===== src/rtl/intg_pkg.sv =====
// ============================================================================
//  Module      : intg_pkg
//  Description : Constants, state encoding and helpers shared by both ends of
//                the window integrator (integrator scale table and decoder).
//  Revision    : 1.0 - initial release
// ============================================================================
`default_nettype none

package intg_pkg;

    localparam int STEP   = 25;
    localparam int SUM_W  = 13;
    localparam int CODE_W = 4;
    localparam int CMAX   = (1 << CODE_W) - 1;

    typedef enum logic [1:0] {
        ST_IDLE = 2'd0,
        ST_DIV  = 2'd1,
        ST_EMIT = 2'd2
    } state_e;

    // Width able to hold a window's code total (nsamp codes of at most cmax).
    function automatic int q_width(input int nsamp, input int cmax);
        return $clog2(nsamp * cmax + 1);
    endfunction

    // Integrator mux value for one code; kept here so both ends share STEP.
    function automatic logic [SUM_W-1:0] scale_code(input logic [CODE_W-1:0] x);
        return SUM_W'(x) * SUM_W'(STEP);
    endfunction

endpackage

`default_nettype wire


===== src/rtl/intg_div_step.sv =====
// ============================================================================
//  Module      : intg_div_step
//  Description : Iterative divider, one compare/subtract of STEP per cycle.
//  Revision    : 1.0 - initial release
// ============================================================================
`default_nettype none

module intg_div_step #(
    parameter int STEP  = 25,
    parameter int SUM_W = 13,
    parameter int Q_W   = 7
) (
    input  logic             clk,
    input  logic             reset,
    input  logic             start,
    input  logic [SUM_W-1:0] dividend,
    output logic             done,
    output logic [Q_W-1:0]   quotient,
    output logic [SUM_W-1:0] remainder
);

    logic             r_busy_q, w_busy_d;
    logic [SUM_W-1:0] r_rem_q,  w_rem_d;
    logic [Q_W-1:0]   r_quo_q,  w_quo_d;
    logic             w_ge;

    assign w_ge = (r_rem_q >= SUM_W'(STEP));

    always_comb begin
        w_busy_d = r_busy_q;
        w_rem_d  = r_rem_q;
        w_quo_d  = r_quo_q;
        if (start) begin
            w_busy_d = 1'b1;
            w_rem_d  = dividend;
            w_quo_d  = '0;
        end else if (r_busy_q) begin
            if (w_ge) begin
                w_rem_d = r_rem_q - SUM_W'(STEP);
                w_quo_d = r_quo_q + Q_W'(1);
            end else begin
                w_busy_d = 1'b0;
            end
        end
    end

    always_ff @(posedge clk) begin
        if (reset) begin
            r_busy_q <= 1'b0;
            r_rem_q  <= '0;
            r_quo_q  <= '0;
        end else begin
            r_busy_q <= w_busy_d;
            r_rem_q  <= w_rem_d;
            r_quo_q  <= w_quo_d;
        end
    end

    // Done is flagged in the cycle the remainder first drops below STEP.
    assign done      = r_busy_q && !w_ge;
    assign quotient  = r_quo_q;
    assign remainder = r_rem_q;

endmodule

`default_nettype wire


===== src/rtl/intg_decode.sv =====
// ============================================================================
//  Module      : intg_decode
//  Description : Window-sum decoder: divides a sum by STEP and emits NSAMP
//                greedily packed codes on a valid/ready stream.
//  Revision    : 1.0 - initial release
// ============================================================================
`default_nettype none

module intg_decode #(
    parameter int NSAMP  = 8,
    parameter int STEP   = intg_pkg::STEP,
    parameter int SUM_W  = intg_pkg::SUM_W,
    parameter int CODE_W = intg_pkg::CODE_W
) (
    input  logic              clk,
    input  logic              reset,
    input  logic [SUM_W-1:0]  sum_in,
    input  logic              sum_valid,
    output logic              sum_ready,
    output logic [CODE_W-1:0] code_out,
    output logic              code_valid,
    input  logic              code_ready,
    output logic              code_last,
    output logic              err_range,
    output logic              err_rem
);

    import intg_pkg::*;

    localparam int c_cmax  = (1 << CODE_W) - 1;
    localparam int c_q_w   = q_width(NSAMP, c_cmax);
    localparam int c_idx_w = $clog2(NSAMP);
    localparam logic [SUM_W-1:0] c_max_sum = SUM_W'(NSAMP * c_cmax * STEP);

    state_e               r_state_q, w_state_d;
    logic [c_q_w-1:0]     r_qleft_q, w_qleft_d;
    logic [c_idx_w-1:0]   r_idx_q,   w_idx_d;
    logic                 r_err_range_q, w_err_range_d;

    logic                 w_div_start;
    logic                 w_div_done;
    logic [c_q_w-1:0]     w_quo;
    logic [SUM_W-1:0]     w_rem;
    logic [CODE_W-1:0]    w_code;
    logic                 w_last;
    logic                 w_accept;

    intg_div_step #(
        .STEP  (STEP),
        .SUM_W (SUM_W),
        .Q_W   (c_q_w)
    ) u_div (
        .clk       (clk),
        .reset     (reset),
        .start     (w_div_start),
        .dividend  (sum_in),
        .done      (w_div_done),
        .quotient  (w_quo),
        .remainder (w_rem)
    );

    assign w_code   = (r_qleft_q > c_q_w'(c_cmax)) ? CODE_W'(c_cmax)
                                                   : r_qleft_q[CODE_W-1:0];
    assign w_last   = (r_idx_q == c_idx_w'(NSAMP - 1));
    assign w_accept = sum_valid && sum_ready;

    always_comb begin
        w_state_d     = r_state_q;
        w_qleft_d     = r_qleft_q;
        w_idx_d       = r_idx_q;
        w_err_range_d = 1'b0;
        w_div_start   = 1'b0;
        case (r_state_q)
            ST_IDLE: begin
                if (w_accept) begin
                    if (sum_in > c_max_sum) begin
                        w_err_range_d = 1'b1;
                    end else begin
                        w_div_start = 1'b1;
                        w_state_d   = ST_DIV;
                    end
                end
            end
            ST_DIV: begin
                if (w_div_done) begin
                    w_qleft_d = w_quo;
                    w_idx_d   = '0;
                    w_state_d = ST_EMIT;
                end
            end
            ST_EMIT: begin
                if (code_ready) begin
                    w_qleft_d = r_qleft_q - c_q_w'(w_code);
                    w_idx_d   = r_idx_q + c_idx_w'(1);
                    if (w_last) begin
                        w_state_d = ST_IDLE;
                    end
                end
            end
            default: w_state_d = ST_IDLE;
        endcase
    end

    always_ff @(posedge clk) begin
        if (reset) begin
            r_state_q     <= ST_IDLE;
            r_qleft_q     <= '0;
            r_idx_q       <= '0;
            r_err_range_q <= 1'b0;
        end else begin
            r_state_q     <= w_state_d;
            r_qleft_q     <= w_qleft_d;
            r_idx_q       <= w_idx_d;
            r_err_range_q <= w_err_range_d;
        end
    end

    // Outputs are forced low while reset is asserted, including that cycle.
    assign sum_ready  = !reset && (r_state_q == ST_IDLE);
    assign code_valid = !reset && (r_state_q == ST_EMIT);
    assign code_out   = code_valid ? w_code : '0;
    assign code_last  = code_valid && w_last;
    assign err_range  = !reset && r_err_range_q;
    assign err_rem    = !reset && (r_state_q == ST_DIV) && w_div_done && (w_rem != '0);

endmodule

`default_nettype wire


===== config.mk =====
export PLATFORM = sky130hd
export DESIGN_NAME = intg_decode
export DESIGN_NICKNAME = d
export VERILOG_FILES = /design/src/rtl/intg_pkg.sv /design/src/rtl/intg_div_step.sv /design/src/rtl/intg_decode.sv
export SDC_FILE = /design/constraint.sdc
export NUM_CORES = 1
export LEC_CHECK = 0
export CORE_MARGIN = 4
export CORE_UTILIZATION = 35
export CTS_CLUSTER_DIAMETER = 120
export DETAILED_ROUTE_END_ITERATION = 16
export GPL_TIMING_DRIVEN = 0
export HOLD_SLACK_MARGIN = 0.02
export PLACE_DENSITY_LB_ADDON = 0.25
export SLEW_MARGIN = 10
export SYNTH_ARGS = -nofsm -noshare
export SYNTH_HDL_FRONTEND = slang
export SYNTH_SLANG_ARGS = --single-unit
export TNS_END_PERCENT = 30

===== constraint.sdc =====
create_clock -name clk -period 3.1 [get_ports clk]
set_input_delay 0.31 -clock clk [delete_from_list [all_inputs] [get_ports clk]]
set_output_delay 0.31 -clock clk [all_outputs]
set_load 0.01 [all_outputs]

==> results.cfg <==
[critical_path]
worstSetupStartpoint = u_div.remainder[5]
cp_data_arrival_time_ns = 2.50
crit_type = flip-flop to output pin
cp-start-kind = flip-flop
reg2reg_from = r_qleft_q[4]
required_ns = 2.79
cp_max_fo = 10
end_kind = output pin

[placement]
gp_congestion = 0.815
place_hpwl_mm = 3.68
dpl_cell_area_mm2 = 0.00240
dp_cells = 346
port_buffers = 25

[grt]
grt_max_degree = 11
grt_pass1_vias = 1821
antenna_found_initial = 0
grt_pass1_wl_mm = 8.60
grt_remaining_overflow = 0
grtUsageTotal_pct = 14.5

[clock_network]
cts_setup_buffers = 0
path_clk_slew_ns = 0.07
clock_path_buffers = 2
cts_resized = 4
cts_root_buf = clkbuf_8
numClockSinks = 34
cts_hold_buffers = 0
ctsHtreeMaxLevel = 2
clock_latency_ns = 0.28
cts_made_buffers = 5
cts_tree = yes

[pwr]
p_leak_nw = 0.846
swShare_pct = 27.7
vdd_drop_max_uv = 171
comb_power_share_pct = 17.3
powerDensity_mw_per_mm2 = 395
power.internal_mw = 0.712
power_switching_mw = 0.272
power_frac_clock_pct = 35.2
seqPwrFrac_pct = 47.5

[yosys]
synthDistinctLibCells = 52
ys_ff_latch = 34
synthArstFlopShare_pct = 0
synth_top_area_share_pct = 33.1
synth_nets = 273
seq_area_frac_synth_pct = 33.1
synth_top_area_cell = dfxtp_1
syn_inst = 249
synthTopCellsByArea = dfxtp_1, nor2_1, xnor2_1
synth-main-ff-cell = dfxtp_1
synth_edf_count = 0
syn-cell-area_mm2 = 0.00206
postSynthAreaPerCell_um2 = 8.26
synth.yosys.warnings = 0

[timing]
fmax_mhz = 356
setup_viol = 0
finalCritPeriodShare_pct = 90.7
hold_violations = 0
tightest_slew_ns = 0.601
rsz0062_at_grt = no
whs_ns = 0.473
slew_violations = 0
fin_crit_ns = 2.81
fin_skew_ns = 0.00317
slew_headroom_pct = 59.5

[floorplan]
coreArea_mm2 = 0.00561
start_util_pct = 36.7
die_h_um = 84.6
dieArea_mm2 = 0.00716
io_pins = 26
rows = 27
die_w_um = 84.6

[hold_path]
hp-class = flip-flop to flip-flop
hold_start = r_idx_q[1]

[run]
cap_violations = 0

[finish]
layout.nets = 305
area_growth_pct = 21.2
drive_gt1_share_pct = 10.3
n_antenna_cell = 0
finalInstanceArea_mm2 = 0.00249
fin_cells = 354
final_core_util_pct = 44.4

[routing]
first_pass_iters = 4
drt-total-wl_mm = 4.96
wl_per_cell_um = 14.0
drc_errors = 0
vias = 1907
drt_iter0_markers = 85
postRouteAntennaNets = 0
via_per_inst = 5.39

[run_status]
status = finished, final reports clean
layout by cell type, fill, tap and decap left out, types with 8 or more instances in the layout:
cell type / Yosys / layout
clkdlybuf4s50_1: 0 / 24
xnor2_1: 12 / 12
a211oi_1: 12 / 12
o21ai_0: 11 / 11
nand3_1: 9 / 8
nor3_1: 9 / 9
nand2_1: 24 / 24
a21oi_1: 13 / 13
nor2_1: 34 / 34
dfxtp_1: 34 / 34
logic make-up after synthesis:
group,Yosys count,share of synthesized area [%]
muxes,2,1.03
xor gates and xnor gates,15,6.39
buffers and inverters,18,5.66
DFF,34,33.1
AOI/OAI and AO/OA,65,23.3
and+or+nand+nor,108,26.2
adders and majority gates,7,4.26
final cells by class:
class                           instances  area (um2)
Fill cell                             579        3120
Multi-Input combinational cell        197        1260
Sequential cell                        34         681
Timing Repair Buffer                   25         249
Buffer                                 14         103
Tap cell                               72        90.1
Clock buffer                            7        86.3
Inverter                                4        15.0
Clock inverter                          1        5.00
worst max-delay path, stage by stage, from the launching register on:
cell and delay, ns:
dfxtp_1 0.36, or4_1 0.52, buf_2 0.17, and2b_2 0.25, buf_4 0.18, nand3_2 0.16
a311oi_1 0.28, dlygate4sd2_1 0.30
cells in the mapped netlist, types with 4 or more instances:
master,n
clkbuf_1,5
buf_6,5
nand2b_1,4
dfxtp_1,34
ha_1,7
a21oi_1,13
a211oi_1,12
nor3_1,9
nor4_1,4
xnor2_1,12
nand3_1,9
nor2_1,34
inv_1,4
nand2_1,24
a311oi_1,4
o21ai_0,11
o21a_1,4
flip-flops by register name, summed over array words and instances, names as in the netlist:
signal           cells
r_state_q            2
u_div.quotient       7
u_div.r_busy_q       1
r_qleft_q            7
r_idx_q              3
u_div.remainder     13
r_err_range_q        1
power by group through the flow:
stage	Clock, mW	Combinational [mW]	Sequential [mW]
2_1_floorplan	0	0.117	0.473
6_report	0.346	0.170	0.468
3_5_place_dp	0	0.170	0.477
3_3_place_gp	0	0.169	0.477
4_1_cts	0.352	0.172	0.467
5_1_grt	0.372	0.190	0.470
metal layers:
layer  GRT usage, %  wire [um]
met4           4.03         82
met1           18.2       2410
met5              0          0
met3           2.85        197
met2           25.1       2270
path summary, 6_finish.rpt:
check,endpoint,slack (ns),cells past startpoint
worst max register to register,r_qleft_q[6],1.00,9
worst max-delay path,err_rem,0.29,7
worst min register to register,r_idx_q[1],0.47,2
worst min-delay path,r_idx_q[1],0.47,2
through the flow:
| step | total power [mW] | setup TNS [ns] | setup slack (ns) |
|---|---|---|---|
| floorplan | 0.590 | 0 | 0.888 |
| global placement | 0.645 | -0.105 | -0.105 |
| detailed placement | 0.647 | -0.0781 | -0.0781 |
| CTS | 0.991 | 0 | 0.263 |
| global route | 1.03 | 0 | 0.179 |
| finish | 0.984 | 0 | 0.287 |
Power figures use the tool's default switching activity.
